--- config.mk ---
export PLATFORM = sky130hd
export DESIGN_NAME = branch_hazard_ctrl
export DESIGN_NICKNAME = d
export VERILOG_FILES = /design/src/rtl/branch_hazard_ctrl.sv
export SDC_FILE = /design/constraint.sdc
export NUM_CORES = 1
export LEC_CHECK = 0
export CAP_MARGIN = 5
export CORE_MARGIN = 3
export CORE_UTILIZATION = 31
export DETAILED_ROUTE_END_ITERATION = 12
export PLACE_DENSITY_LB_ADDON = 0.05
export SYNTH_ARGS = -nofsm -noshare
export SYNTH_HDL_FRONTEND = slang
export SYNTH_SLANG_ARGS = --single-unit
--- constraint.sdc ---
create_clock -name clk -period 2.8 [get_ports clk]
set_clock_uncertainty 0.1 [all_clocks]
set_input_delay 0.42 -clock clk [delete_from_list [all_inputs] [get_ports clk]]
set_output_delay 0.42 -clock clk [all_outputs]
set_load 0.02 [all_outputs]
--- src/rtl/branch_hazard_ctrl.sv ---
// -----------------------------------------------------------------------------
// branch_hazard_ctrl
//
// Sequencing controller for the decode-stage branch resolver. The resolver
// reads the register file directly (no forwarding), so any control
// instruction whose source registers are still being produced in EX or MEM
// must wait. This block:
//   * stalls the front end and bubbles ID/EX until those producers retire,
//   * qualifies the resolver's taken result once the operands are valid,
//   * redirects the PC and squashes IF/ID for FLUSH_CYCLES cycles,
//   * raises a sticky watchdog flag when a single wait lasts MAX_STALL cycles.
//
// Parameters
//   FLUSH_CYCLES : cycles flush_if_id is held per taken branch/jump (1..4)
//   MAX_STALL    : stall cycles within one wait that set err_stall (1..15)
//   CNT_W        : width of the optional performance counters
//
// Optional feature (compile-time macro BR_PERF_CNT_EN)
//   Defined   : adds perf_stall / perf_taken saturating event counters.
//   Undefined : those ports and registers do not exist.
//
// Ports
//   clk            in   clock, all state on posedge
//   rst            in   synchronous reset, active-high
//   id_valid       in   IF/ID holds a valid instruction
//   id_instr[31:0] in   IF/ID instruction word
//   ex_valid       in   EX stage valid
//   ex_reg_write   in   EX instruction writes rd
//   ex_rd[4:0]     in   EX destination register
//   mem_valid      in   MEM stage valid
//   mem_reg_write  in   MEM instruction writes rd
//   mem_rd[4:0]    in   MEM destination register
//   br_raw         in   resolver taken output (conditional branches only)
//   stall_if       out  hold PC and IF/ID
//   bubble_ex      out  load NOP into ID/EX
//   flush_if_id    out  squash IF/ID contents
//   pc_redirect    out  PC mux selects branch/jump target
//   br_state[1:0]  out  FSM state: IDLE=00, WAIT=01, FLUSH=10
//   err_stall      out  sticky watchdog flag
//   perf_stall     out  (BR_PERF_CNT_EN) cycles with stall_if = 1
//   perf_taken     out  (BR_PERF_CNT_EN) cycles with pc_redirect = 1
//
// All outputs are Mealy (combinational from state and inputs) so the stall
// and redirect act in the same cycle the instruction sits in decode. Every
// output is forced low while rst is asserted.
// -----------------------------------------------------------------------------
module branch_hazard_ctrl #(
    parameter int unsigned FLUSH_CYCLES = 1,
    parameter int unsigned MAX_STALL    = 3,
    parameter int unsigned CNT_W        = 16
) (
    input  logic              clk,
    input  logic              rst,
    input  logic              id_valid,
    input  logic [31:0]       id_instr,
    input  logic              ex_valid,
    input  logic              ex_reg_write,
    input  logic [4:0]        ex_rd,
    input  logic              mem_valid,
    input  logic              mem_reg_write,
    input  logic [4:0]        mem_rd,
    input  logic              br_raw,
    output logic              stall_if,
    output logic              bubble_ex,
    output logic              flush_if_id,
    output logic              pc_redirect,
    output logic [1:0]        br_state,
    output logic              err_stall
`ifdef BR_PERF_CNT_EN
    ,
    output logic [CNT_W-1:0]  perf_stall,
    output logic [CNT_W-1:0]  perf_taken
`endif
);

    // -------------------------------------------------------------------------
    // Elaboration-time parameter legality
    // -------------------------------------------------------------------------
    if ((FLUSH_CYCLES < 1) || (FLUSH_CYCLES > 4) ||
        (MAX_STALL < 1) || (MAX_STALL > 15) || (CNT_W < 1)) begin : g_bad_params
        $error("branch_hazard_ctrl: illegal FLUSH_CYCLES/MAX_STALL/CNT_W");
    end

    localparam logic [6:0] OP_BR   = 7'b1100011;
    localparam logic [6:0] OP_JALR = 7'b1100111;
    localparam logic [6:0] OP_JAL  = 7'b1101111;

    localparam logic [3:0] MAX_STALL_C = 4'(MAX_STALL);
    localparam logic [2:0] FL_INIT_C   = 3'(FLUSH_CYCLES - 1);
    localparam bit         FL_MULTI_C  = (FLUSH_CYCLES > 1);

    typedef enum logic [1:0] {
        ST_IDLE  = 2'b00,
        ST_WAIT  = 2'b01,
        ST_FLUSH = 2'b10
    } state_e;

    // State registers and their next-state values
    state_e     state_q,    state_d;
    logic [3:0] wait_cnt_q, wait_cnt_d;
    logic [2:0] fl_cnt_q,   fl_cnt_d;
    logic       err_q;

    // Decode / hazard terms
    logic [6:0] op_s;
    logic       is_br_s, is_jalr_s, is_jal_s, ctrl_s;
    logic [4:0] rs1_s, rs2_s;
    logic       use_rs1_s, use_rs2_s;
    logic       haz_ex_s, haz_mem_s, hazard_s, take_s;

    // Unmasked output terms
    logic       stall_s, bubble_s, flush_s, redirect_s, err_set_s;

    // -------------------------------------------------------------------------
    // Instruction decode and source-register hazard detection
    // -------------------------------------------------------------------------
    assign op_s      = id_instr[6:0];
    assign is_br_s   = (op_s == OP_BR);
    assign is_jalr_s = (op_s == OP_JALR);
    assign is_jal_s  = (op_s == OP_JAL);
    assign ctrl_s    = id_valid & (is_br_s | is_jalr_s | is_jal_s);
    assign rs1_s     = id_instr[19:15];
    assign rs2_s     = id_instr[24:20];
    // JAL reads no register, JALR only rs1, conditional branches both.
    assign use_rs1_s = is_br_s | is_jalr_s;
    assign use_rs2_s = is_br_s;

    // x0 is never a real producer, so rd == 0 cannot create a hazard.
    assign haz_ex_s  = ex_valid & ex_reg_write & (ex_rd != 5'd0) &
                       ((use_rs1_s & (ex_rd == rs1_s)) |
                        (use_rs2_s & (ex_rd == rs2_s)));
    assign haz_mem_s = mem_valid & mem_reg_write & (mem_rd != 5'd0) &
                       ((use_rs1_s & (mem_rd == rs1_s)) |
                        (use_rs2_s & (mem_rd == rs2_s)));

    // WB is deliberately absent: the register file writes before it reads.
    assign hazard_s  = ctrl_s & (haz_ex_s | haz_mem_s);
    // Jumps always redirect; only conditional branches consult the resolver.
    assign take_s    = ctrl_s & ~hazard_s & (is_br_s ? br_raw : 1'b1);

    // -------------------------------------------------------------------------
    // Next-state and Mealy output logic
    // -------------------------------------------------------------------------
    always_comb begin
        state_d    = state_q;
        wait_cnt_d = wait_cnt_q;
        fl_cnt_d   = fl_cnt_q;
        stall_s    = 1'b0;
        bubble_s   = 1'b0;
        flush_s    = 1'b0;
        redirect_s = 1'b0;
        err_set_s  = 1'b0;

        case (state_q)
            // IDLE and WAIT share the decision logic: the cycle a wait ends
            // behaves exactly like a fresh arrival in IDLE.
            ST_IDLE, ST_WAIT: begin
                if (hazard_s) begin
                    stall_s  = 1'b1;
                    bubble_s = 1'b1;
                    state_d  = ST_WAIT;
                    if (state_q == ST_IDLE) begin
                        wait_cnt_d = 4'd1;
                    end else if (wait_cnt_q == 4'd15) begin
                        wait_cnt_d = 4'd15;
                    end else begin
                        wait_cnt_d = wait_cnt_q + 4'd1;
                    end
                    // wait_cnt_d counts stall cycles of this wait including
                    // the current one, so the flag shows on the cycle that
                    // reaches the limit.
                    err_set_s = (wait_cnt_d == MAX_STALL_C);
                end else if (take_s) begin
                    redirect_s = 1'b1;
                    flush_s    = 1'b1;
                    wait_cnt_d = 4'd0;
                    if (FL_MULTI_C) begin
                        state_d  = ST_FLUSH;
                        fl_cnt_d = FL_INIT_C;
                    end else begin
                        state_d  = ST_IDLE;
                        fl_cnt_d = 3'd0;
                    end
                end else begin
                    // Not taken, or the instruction was squashed while waiting.
                    state_d    = ST_IDLE;
                    wait_cnt_d = 4'd0;
                end
            end

            // Remaining squash cycles of a taken branch; decode is ignored.
            ST_FLUSH: begin
                flush_s = 1'b1;
                if (fl_cnt_q <= 3'd1) begin
                    state_d  = ST_IDLE;
                    fl_cnt_d = 3'd0;
                end else begin
                    fl_cnt_d = fl_cnt_q - 3'd1;
                end
            end

            default: begin
                state_d    = ST_IDLE;
                wait_cnt_d = 4'd0;
                fl_cnt_d   = 3'd0;
            end
        endcase
    end

    // -------------------------------------------------------------------------
    // State, counters and sticky watchdog flag
    // -------------------------------------------------------------------------
    always_ff @(posedge clk) begin
        if (rst) begin
            state_q    <= ST_IDLE;
            wait_cnt_q <= 4'd0;
            fl_cnt_q   <= 3'd0;
            err_q      <= 1'b0;
        end else begin
            state_q    <= state_d;
            wait_cnt_q <= wait_cnt_d;
            fl_cnt_q   <= fl_cnt_d;
            err_q      <= err_q | err_set_s;
        end
    end

    // Outputs are held low for the whole reset cycle, including mid-sequence.
    assign stall_if    = ~rst & stall_s;
    assign bubble_ex   = ~rst & bubble_s;
    assign flush_if_id = ~rst & flush_s;
    assign pc_redirect = ~rst & redirect_s;
    assign br_state    = rst ? 2'b00 : state_q;
    assign err_stall   = ~rst & (err_q | err_set_s);

`ifdef BR_PERF_CNT_EN
    logic [CNT_W-1:0] perf_stall_q;
    logic [CNT_W-1:0] perf_taken_q;

    // Saturating event counters for stall and redirect cycles
    always_ff @(posedge clk) begin
        if (rst) begin
            perf_stall_q <= '0;
            perf_taken_q <= '0;
        end else begin
            if (stall_if && (perf_stall_q != {CNT_W{1'b1}})) begin
                perf_stall_q <= perf_stall_q + CNT_W'(1);
            end else begin
                perf_stall_q <= perf_stall_q;
            end
            if (pc_redirect && (perf_taken_q != {CNT_W{1'b1}})) begin
                perf_taken_q <= perf_taken_q + CNT_W'(1);
            end else begin
                perf_taken_q <= perf_taken_q;
            end
        end
    end

    assign perf_stall = perf_stall_q;
    assign perf_taken = perf_taken_q;
`endif

endmodule

## After elaboration in Yosys (flattened, before gate mapping)

Index checks and enable logic that the tools add are counted.

| word-level totals | value |
|---|---|
| bits in registers | 10 |
| input bits | 50 |
| output and inout bits | 7 |
| logic and storage cells | 75 |

| operators by class | value |
|---|---|
| add/sub/neg operators | 2 |
| magnitude comparators | 1 |
| eq/ne operators | 14 |
| mux-type cells | 23 |
| bitwise logic cells | 26 |
| reduce and logical (&&, ||, !) cells | 5 |

Operators by type and width:

| operator | count |
|---|---|
| $eq 7x7->1 const B | 3 |
| $eq 5x5->1 | 4 |
| $mux 4 | 5 |
| $and 1x1->1 | 18 |
| $reduce_bool 5->1 | 2 |
| $mux 1 | 9 |
| $mux 3 | 3 |
| $pmux 4 s2 | 1 |
| $ne 2x2->1 const B | 3 |
| $or 1x1->1 | 6 |
| $pmux 3 s2 | 1 |
| $add 4x1->4 const B | 1 |
| $eq 4x2->1 const B | 1 |
| $eq 4x4->1 const B | 1 |
| $mux 2 | 2 |
| $pmux 2 s2 | 1 |
| $le 3x1->1 const B | 1 |
| $sub 3x1->3 const B | 1 |
| $eq 2x1->1 const B | 1 |
| $eq 2x2->1 const B | 1 |
| $logic_not 2->1 | 1 |
| $not 1->1 | 2 |
| $pmux 1 s2 | 1 |
| $reduce_and 2->1 | 1 |
| $reduce_or 2->1 | 1 |

## Longest topological paths before layout

Gate-level depths: netlist of the first run.

| logic depth | value |
|---|---|
| depth in word-level cells | 14 |
| mapped depth | 7 |
| depth with buffers taken out | 6 |

## Worst setup path after synthesis of the first run

No wires, ideal clock.

| path | value |
|---|---|
| path type | input port to output port |
| from | in mem_rd[0] |
| to | out err_stall |
| arrival time | 2175 ps |
| data required time | 2280 ps |
| path slack | 105 ps |
| cell stages on the path | 6 |
| buffers on the path | 0 |
| cells stage by stage | or3_1 -> o311a_1 -> nor4b_4 -> a31o_1 -> o31a_1 -> a32o_1 |

| on the way | value |
|---|---|
| cells in the longest elaborated chain, start to end | 10 |
| elaborated cells between the ends (all ways) | 14 |
| those cells by class | 2 x eq/ne; 2 x mux; 9 x bitwise; 1 x reduce/logical |

RTL lines:

| item | RTL line | source |
|---|---|---|
| start: declaration | 61 | `input logic [4:0] mem_rd,` |
| $eq 5x5->1 (on tied branches) | 133, 134 |  |
| $and 1x1->1 (on tied branches) | 133, 134 |  |
| $or 1x1->1 | 133 | `((use_rs1_s & (mem_rd == rs1_s)) \|` |
| $and 1x1->1 * | 132 | `assign haz_mem_s = mem_valid & mem_reg_write & (mem_rd != 5'd0) &` |
| $or 1x1->1 * | 137 | `assign hazard_s = ctrl_s & (haz_ex_s \| haz_mem_s);` |
| $and 1x1->1 * | 137 |  |
| $mux 1 * | 158 | `if (hazard_s) begin` |
| $mux 1 * | 154 | `case (state_q)` |
| $or 1x1->1 * | 233 | `assign err_stall = ~rst & (err_q \| err_set_s);` |
| $and 1x1->1 * | 233 |  |
| end: declaration | 68 | `output logic err_stall` |

Mark *: on every way between the ends. The rest lies on a longest branch, timed or not.

## Final worst setup path of the first run

| path | value |
|---|---|
| from | in ex_rd[1] |
| to | out err_stall |

| on the way | value |
|---|---|
| cells in the longest elaborated chain, start to end | 10 |
| elaborated cells between the ends (all ways) | 14 |
| those cells by class | 2 x eq/ne; 2 x mux; 9 x bitwise; 1 x reduce/logical |

RTL lines:

| item | RTL line | source |
|---|---|---|
| start: declaration | 58 | `input logic [4:0] ex_rd,` |
| $eq 5x5->1 (on tied branches) | 130, 131 |  |
| $and 1x1->1 (on tied branches) | 130, 131 |  |
| $or 1x1->1 | 130 | `((use_rs1_s & (ex_rd == rs1_s)) \|` |
| $and 1x1->1 * | 129 | `assign haz_ex_s = ex_valid & ex_reg_write & (ex_rd != 5'd0) &` |
| $or 1x1->1 * | 137 |  |
| $and 1x1->1 * | 137 |  |
| $mux 1 * | 158 |  |
| $mux 1 * | 154 |  |
| $or 1x1->1 * | 233 |  |
| $and 1x1->1 * | 233 |  |

Marks and branches as above.

==> flow_summary.yaml, run 1 <==
status:
  status: "finished clean"
cts:
  cts_tree: "done"
  cts-buffers-inserted: 3
  cts_root_buf: "clkbuf_4"
  worstSkewPairLatency_ns: 0.24
  clockBufferDepth: 2
  h-tree-depth: 1
  path_clk_slew_ns: 0.05
  clock-sinks: 6
  post-cts-setup-buffers: 0
worst_setup_path:
  critPathCaptureType: "primary output"
  critPathArrivalTime_ns: 2.27
  worst-setup-path-type: "primary input to primary output"
  worstPathRequired_ns: 2.28
  start_kind: "primary input"
  critPathMaxFanout: 3
synthesis:
  synth_top_area_share_pct: 19.0
  synth.top_cells.by_area: "xnor2_1 19%, dfxtp_1 19%, xor2_1 8.2%"
  synth.avg_cell_area_sq_um: 8.16
  syn_nets: 130
  yosysTopAreaCell: "xnor2_1"
  syn-cell-area_sq_um: 644
  yosysWarnings: 0
  yosysSeqAreaShare_pct: 18.6
  synth_cell_type_count: 27
  synth_cells: 79
  yosys_register_bits: 6
pwr:
  powerDensity_nw_per_um2: 228
  totalPowerFinal_uw: 278
  power.leakage_uw: 0.000577
  ir_drop_v: 0.000191
die:
  rows: 15
  io_pins: 57
  die_area_sq_um: 2660
  start_util_pct: 35.0
  fp.dieH_um: 51.6
  die_w_um: 51.6
  core_sq_um: 1840
sta:
  drv_slew: 0
  slew_headroom_pct: 58.7
  hold_viol: 0
  worstMarginPinSlew_ns: 0.604
  setup_viol: 0
  timing.final.ws_setup_ns: 0.0149
  fmax_mhz: 359
  timing.final.crit_share_pct: 99.5
  min_period_ns: 2.79
  rsz0062_at_grt: "yes"
grt:
  track_usage_pct: 17.3
  grt_first_pass_wirelength_mm: 3.46
  grt_antenna_before_repair: 0
  grt_max_degree: 9
  grt_pass1_vias: 781
  grt-ovfl-total: 0
finish:
  nFillCells: 184
  syn_to_final_growth_pct: 89.3
  final_nets: 190
  fin_area_sq_um: 1220
  num_antenna_cells: 0
  drive_above_1_share_pct: 25.5
routing:
  drt-wirelength-per-cell_um: 13.3
  dr.pass1.iters: 4
  finalWirelength_mm: 2.16
  ant_nets: 0
  num_vias: 790
  viasPerCell: 4.88
  drc_errors: 0
  drtIter0Drc: 15
placement:
  place_congestion: 0.794
  pre_cts_ws_ns: -0.659
  post-dp-hpwl_mm: 1.80
  io_buffers: 40
  postPlaceCellArea_sq_um: 1190
job:
  maxCapViolCount: 0
worst_hold_path:
  hp-class: "flip-flop to flip-flop"
-- cells by family (layout without fill, tap and decap cells) --
group	after synthesis	count (layout)	share of synthesized area (%)
compound gates	11	11	15.7
xor+xnor	20	20	27.2
buf+inv	7	65	5.82
fa+ha+maj	1	1	1.94
other cells	1	1	0.582
flops	6	6	18.6
simple gates	33	33	30.1
-- synth_stat cells --
library cell  instances
inv_1                 4
a21oi_1               1
o2111a_1              1
nor2_1                5
buf_4                 3
nor4_1                1
nor2b_1               1
nor4b_4               1
nand3_2               1
xor2_1                6
nand3b_1              1
o31a_1                2
nand3_1               7
a2111oi_0             1
nand2_1               4
a31o_1                1
or3_2                 1
ha_1                  1
or3_1                 2
and2_1                1
conb_1                1
nor3_1                4
dfxtp_1               6
and3_1                4
a32o_1                2
o311a_1               3
xnor2_1              14
-- routing by layer --
layer / vias to the layer above / global-route usage [%] / wire (um)
li1: 402 / - / -
met2: 30 / 30.1 / 1060
met5: - / 0 / 0
met3: 2 / 6.88 / 159
met4: 0 / 3.93 / 12
met1: 356 / 19.7 / 926
-- per-stage QoR --
stage | utilization, % | instances | hold slack (ns) | TNS (ns)
floorplan | - | 79 | 0.342 | 0
detailed placement | 64.6 | 159 | 0.359 | -3.03
CTS | 64.3 | 162 | 0.370 | 0
finish | 66.3 | 162 | 0.375 | 0
global placement | 64.6 | 159 | 0.356 | -2.97
global route | 66.3 | 162 | 0.406 | -0.0300
-- report_power, final --
group	leakage, uW	internal (uW)	switching [uW]
registers	0.0000483	85.6	0.000198
logic	0.000515	71.3	40.5
clock network	0.0000138	48.5	32.0
total	0.000577	205	72.5
-- area by class of cell --
cell class | count | area (sq um) | share of cell area (%)
timing repair buffer | 58 | 528 | 43.3
tap | 25 | 31.3 | 2.56
clock buffer | 3 | 22.5 | 1.85
sequential | 6 | 120 | 9.85
inverter | 4 | 15.0 | 1.23
multi-input combinational | 66 | 503 | 41.2
-- timing repair --
action	4_1_cts	5_1_grt
setup endpoints to repair	5	5
hold buffers	0	0
gates resized for setup	36	15
hold endpoints to repair	0	0
pin swaps	7	10
-- worst paths after layout --
check	from	to	slack [ns]	depth (start not counted)
worst max register to register	wait_cnt_q[0]	err_q	0.86	6
worst min register to register	err_q	err_q	0.37	1
worst max-delay path	ex_rd[1]	err_stall	0.01	7
worst min-delay path	err_q	err_q	0.37	1
-- state kept, by name, indices dropped and copies added (netlist names) --
register / count
state_q: 1
err_q: 1
wait_cnt_q: 4
-- worst max-delay path, stage by stage --
cell and delay, ns:
dlygate4sd2_1 0.25, or3_1 0.35, o311a_1 0.32, a31o_1 0.21, o31a_1 0.31, a32o_2 0.27
buf_6 0.13
-- cells in the final DEF (no fill, tap or decap), types with 2 or more instances in the layout --
cell type         n
and3_1            3
buf_2             4
buf_4            20
buf_6             2
clkbuf_4          3
clkdlybuf4s50_1  22
dfxtp_1           6
dlygate4sd2_1     2
dlymetal6s2s_1    7
inv_1             4
nand2_1           4
nand3_1           7
nor2_1            5
nor3_1            4
o311a_1           3
o31a_1            2
or3_1             2
xnor2_1          14
xor2_1            6
(Power assumes the default switching activity.)
==> run 2: changes to the inputs <==
--- a/config.mk
+++ b/config.mk
@@ -6,7 +6,7 @@
 export NUM_CORES = 1
 export LEC_CHECK = 0
 export CAP_MARGIN = 5
-export CORE_MARGIN = 3
+export CORE_MARGIN = 2
 export CORE_UTILIZATION = 31
 export DETAILED_ROUTE_END_ITERATION = 12
 export PLACE_DENSITY_LB_ADDON = 0.05
==> flow_summary.yaml, run 2 (synthesized netlist as in run 1, its figures left out) <==
status:
  status: "finished clean"
finish:
  drive_above_1_share_pct: 27.3
  final_util_pct: 62.6
  nFillCells: 220
  final_nets: 192
  instances_no_fill: 166
  regMostFlops: "wait_cnt_q"
  final_cell_mix: "22 x buf_4, 20 x clkdlybuf4s50_1, 14 x xnor2_1, 8 x dlymetal6s2s_1, 7 x nand3_1"
  largest_reg_flops: 4
  multi_input_area_sq_um: 499
  regArea_sq_um: 120
  top_regs: "wait_cnt_q: 4 flops, err_q: 1 flops, state_q: 1 flops"
  num_antenna_cells: 0
  final_common_cell: "buf_4"
  syn_to_final_growth_pct: 90.5
routing:
  viasPerCell: 4.67
  finalWirelength_mm: 1.97
  drc_errors: 0
  dr.pass1.iters: 3
  num_vias: 776
  drtIter0Drc: 2
  ant_nets: 0
  drt-wirelength-per-cell_um: 11.8
cts:
  clockBufferDepth: 2
  clock-sinks: 6
  cts_root_buf: "clkbuf_4"
  worstSkewPairLatency_ns: 0.25
  cts_tree: "done"
  ctsHoldBuffers: 0
  path_clk_slew_ns: 0.05
  h-tree-depth: 1
  cts-buffers-inserted: 3
placement:
  io_buffers: 40
  post-dp-hpwl_mm: 1.64
  dp_cells: 161
  place_congestion: 0.805
grt:
  grt_first_pass_wirelength_mm: 3.20
  grt_max_degree: 9
  track_usage_pct: 17.1
  grt-ovfl-total: 0
  grt_pass1_vias: 757
  grt_antenna_before_repair: 0
worst_hold_path:
  hold_end: "err_q"
  holdPathStages: 1
  hp-class: "flip-flop to flip-flop"
  worstHoldStart: "err_q"
die:
  die_w_um: 49.6
  fp.dieH_um: 49.6
  io_pins: 57
  start_util_pct: 32.8
  rows: 16
  core_sq_um: 1960
  die_area_sq_um: 2460
sta:
  fmax_mhz: 362
  min_period_ns: 2.76
  setup_tns_ns: 0
  timing.final.crit_share_pct: 98.5
  hold_slack_ns: 0.381
  setup_viol: 0
  rsz0062_at_grt: "yes"
  hold_viol: 0
  drv_slew: 0
worst_setup_path:
  crit_start: "mem_rd[0]"
  start_kind: "primary input"
  rr_startpoint: "wait_cnt_q[0]"
  critPathMaxFanout: 3
  critPathCaptureType: "primary output"
  rr_worst_depth: 6
  reg2reg_to: "err_q"
  worstPathRequired_ns: 2.28
  rrSetupSlack_ns: 1.01
  critPathArrivalTime_ns: 2.24
  worst-setup-path-type: "primary input to primary output"
pwr:
  powerDensity_nw_per_um2: 228
  pwr-share-comb_pct: 39.0
  seq_power_share_pct: 30.5
  power.leakage_uw: 0.000591
  ir_drop_v: 0.000157
  power.share.clock_pct: 30.5
  totalPowerFinal_uw: 280
  p_int_uw: 205
  netSwitchingPower_uw: 75.6
  switching_share_pct: 27.0
job:
  maxCapViolCount: 0
-- run 2: power by group through the flow --
stage,logic (uW),clock network (uW),registers (uW)
after floorplan,37.1,0,87.2
after CTS,110,88.7,85.6
after global routing,119,92.8,85.4
after global placement,113,0,87.2
after detailed placement,113,0,87.2
final,109,85.5,85.6
-- run 2: routing by layer --
metal	track usage [%]	vias up	share of wire [%]	wire, um
met2	27.6	27	49	958
met1	21.3	342	44	871
met3	5.76	2	6.3	123
met4	5.56	0	0.66	13
met5	0	-	0	0
li1	-	405	-	-
-- run 2: final cells by class --
type / instances / share of cell area [%]
multi-input cells: 66 / 40.7
repair buffers: 60 / 43.7
flip-flops and latches: 6 / 9.79
well taps: 27 / 2.75
inverters: 4 / 1.22
clock buffers: 3 / 1.83
-- run 2: worst max path at each step --
stage / end / slack [ns] / cells after the start
2_1_floorplan: err_stall / 0.11 / 6
3_3_place_gp: err_stall / -0.67 / 8
3_5_place_dp: err_stall / -0.70 / 8
4_1_cts: err_stall / 0.006 / 7
5_1_grt: err_stall / -0.03 / 8
6_report: err_stall / 0.04 / 8
-- run 2: repair_timing --
| action | 4_1_cts | 5_1_grt |
|---|---|---|
| gates resized for setup | 39 | 18 |
| endpoints found under the setup margin | 5 | 5 |
| pin swaps | 7 | 11 |
| gates cloned | 0 | 0 |
| buffers inserted | 1 | 1 |
-- run 2: critical path: stages --
cell and delay (ns):
buf_6 0.09, or3_1 0.37, o311a_1 0.31, nor4b_4 0.14, a31o_1 0.21, o31a_1 0.31, a32o_1 0.26, buf_6 0.13
-- run 2: metrics by stage --
stage | worst slack [ns] | area [sq um]
floorplan | 0.105 | 644
global route | -0.0310 | 1230
global placement | -0.668 | 1190
CTS | 0.00561 | 1190
detailed placement | -0.701 | 1190
finish | 0.0408 | 1230
==> run 3: changes to the inputs <==
--- a/config.mk
+++ b/config.mk
@@ -6,8 +6,10 @@
 export NUM_CORES = 1
 export LEC_CHECK = 0
 export CAP_MARGIN = 5
+export CELL_PAD_IN_SITES_DETAIL_PLACEMENT = 1
+export CELL_PAD_IN_SITES_GLOBAL_PLACEMENT = 2
 export CORE_MARGIN = 2
-export CORE_UTILIZATION = 31
+export CORE_UTILIZATION = 15
 export DETAILED_ROUTE_END_ITERATION = 12
 export PLACE_DENSITY_LB_ADDON = 0.05
 export SYNTH_ARGS = -nofsm -noshare
==> flow_summary.yaml, run 3 (synthesized netlist as in run 1, its figures left out) <==
finish:
  final_util_pct: 31.3
  instances_no_fill: 189
  top_regs: "wait_cnt_q: 4 flops, err_q: 1 flops, state_q: 1 flops"
  num_antenna_cells: 0
  fin_area_sq_um: 1270
  final_cell_mix: "27 x clkdlybuf4s50_1, 22 x buf_4, 14 x xnor2_1, 7 x nand3_1"
  largest_reg_flops: 4
  regMostFlops: "wait_cnt_q"
  final_nets: 192
  drive_above_1_share_pct: 26.6
  final_common_cell: "clkdlybuf4s50_1"
  syn_to_final_growth_pct: 97.1
routing:
  drc_errors: 0
  drt-wirelength-per-cell_um: 11.8
  viasPerCell: 4.20
  finalWirelength_mm: 2.24
  dr.pass1.iters: 4
  drtIter0Drc: 7
  ant_nets: 0
  num_vias: 793
worst_setup_path:
  rr_startpoint: "wait_cnt_q[0]"
  worst-setup-path-type: "primary input to primary output"
  critPathCaptureType: "primary output"
  critPathMaxFanout: 3
  critPathArrivalTime_ns: 2.28
  worstPathRequired_ns: 2.28
  crit_start: "mem_rd[3]"
  rrSetupSlack_ns: 1.01
  start_kind: "primary input"
grt:
  grt_use_met1_pct: 10.8
  grt_max_degree: 9
  met2_usage_pct: 17.1
  grt_first_pass_wirelength_mm: 3.67
  grt_pass1_vias: 843
  track_usage_pct: 9.49
  grt-ovfl-total: 0
  grt_antenna_before_repair: 0
  grt.met3_usage_pct: 2.33
  top_usage_layer: "met2"
cts:
  cts_tree: "done"
  clock-sinks: 6
  worstSkewPairLatency_ns: 0.22
  cts_root_buf: "clkbuf_8"
  h-tree-depth: 1
  clockBufferDepth: 2
  path_clk_slew_ns: 0.03
  cts-buffers-inserted: 3
  ctsHoldBuffers: 0
pwr:
  power.leakage_uw: 0.000542
  ir_drop_v: 0.0000736
  powerDensity_nw_per_um2: 259
sta:
  timing.final.ws_setup_ns: -0.00467
  hold_slack_ns: 0.369
  rsz0062_at_grt: "yes"
  timing.final.crit_share_pct: 100
  setup_viol: 1
  min_period_ns: 2.80
  drv_slew: 0
  fmax_mhz: 357
  hold_viol: 0
placement:
  pre_cts_ws_ns: -0.719
  io_buffers: 40
  dp_cells: 185
  post-dp-hpwl_mm: 2.09
  postPlaceCellArea_sq_um: 1230
  place_congestion: 0.859
job:
  maxCapViolCount: 0
status:
  violations: "negative setup slack"
  status: "complete, but fails checks"
worst_hold_path:
  hp-class: "flip-flop to flip-flop"
  worstHoldStart: "err_q"
die:
  rows: 23
  die_w_um: 69.5
  core_sq_um: 4060
  fp.dieH_um: 69.5
  io_pins: 57
  start_util_pct: 15.9
  die_area_sq_um: 4840
[run 3: layout make-up]
class                      instances  area [sq um]
inverter                           4          15.0
sequential                         6           120
fill                             488          2790
timing repair buffer              60           528
clock buffer                       3          41.3
multi-input combinational         66           503
tap                               50          62.6
[run 3: path summary, 6_finish.rpt]
check,endpoint,cells after the start
setup / recovery,err_stall,8
hold / removal,err_q,1
setup reg to reg,err_q,6
hold reg to reg,err_q,1
[run 3: through the flow]
step	total power, uW	setup TNS, ns
after CTS	334	-0.00888
after global placement	206	-3.22
after detailed placement	207	-3.27
after global routing	349	-0.279
after floorplan	124	0
final	329	-0.00467
[run 3: repair_timing]
| item | 4_1_cts | 5_1_grt |
|---|---|---|
| setup endpoints to repair | 5 | 5 |
| pin swaps | 7 | 0 |
| buffers inserted | 1 | 0 |
| resized for setup | 43 | 5 |
| cloned | 0 | 0 |
| endpoints found under the hold margin | 0 | 0 |
[run 3: critical path, cell delays in order]
cell and delay (ns):
buf_6 0.09, or3_1 0.35, o311a_1 0.39, nor4b_4 0.14, a31o_1 0.21, o31a_1 0.27
a32o_2 0.28, buf_6 0.13
[run 3: layer usage]
metal | wire [um] | part of all wire (%)
met5 | 0 | 0
met4 | 25 | 1.1
met3 | 171 | 7.6
met2 | 1130 | 51
met1 | 908 | 41
[run 3: report_power, final]
part / switching [uW] / total [uW] / leakage [uW] / internal (uW)
sequential: 0.000231 / 86.0 / 0.0000483 / 86.0
combinational: 42.2 / 117 / 0.000472 / 75.0
clock: 33.9 / 126 / 0.0000216 / 92.0
total: 76.2 / 329 / 0.000542 / 253
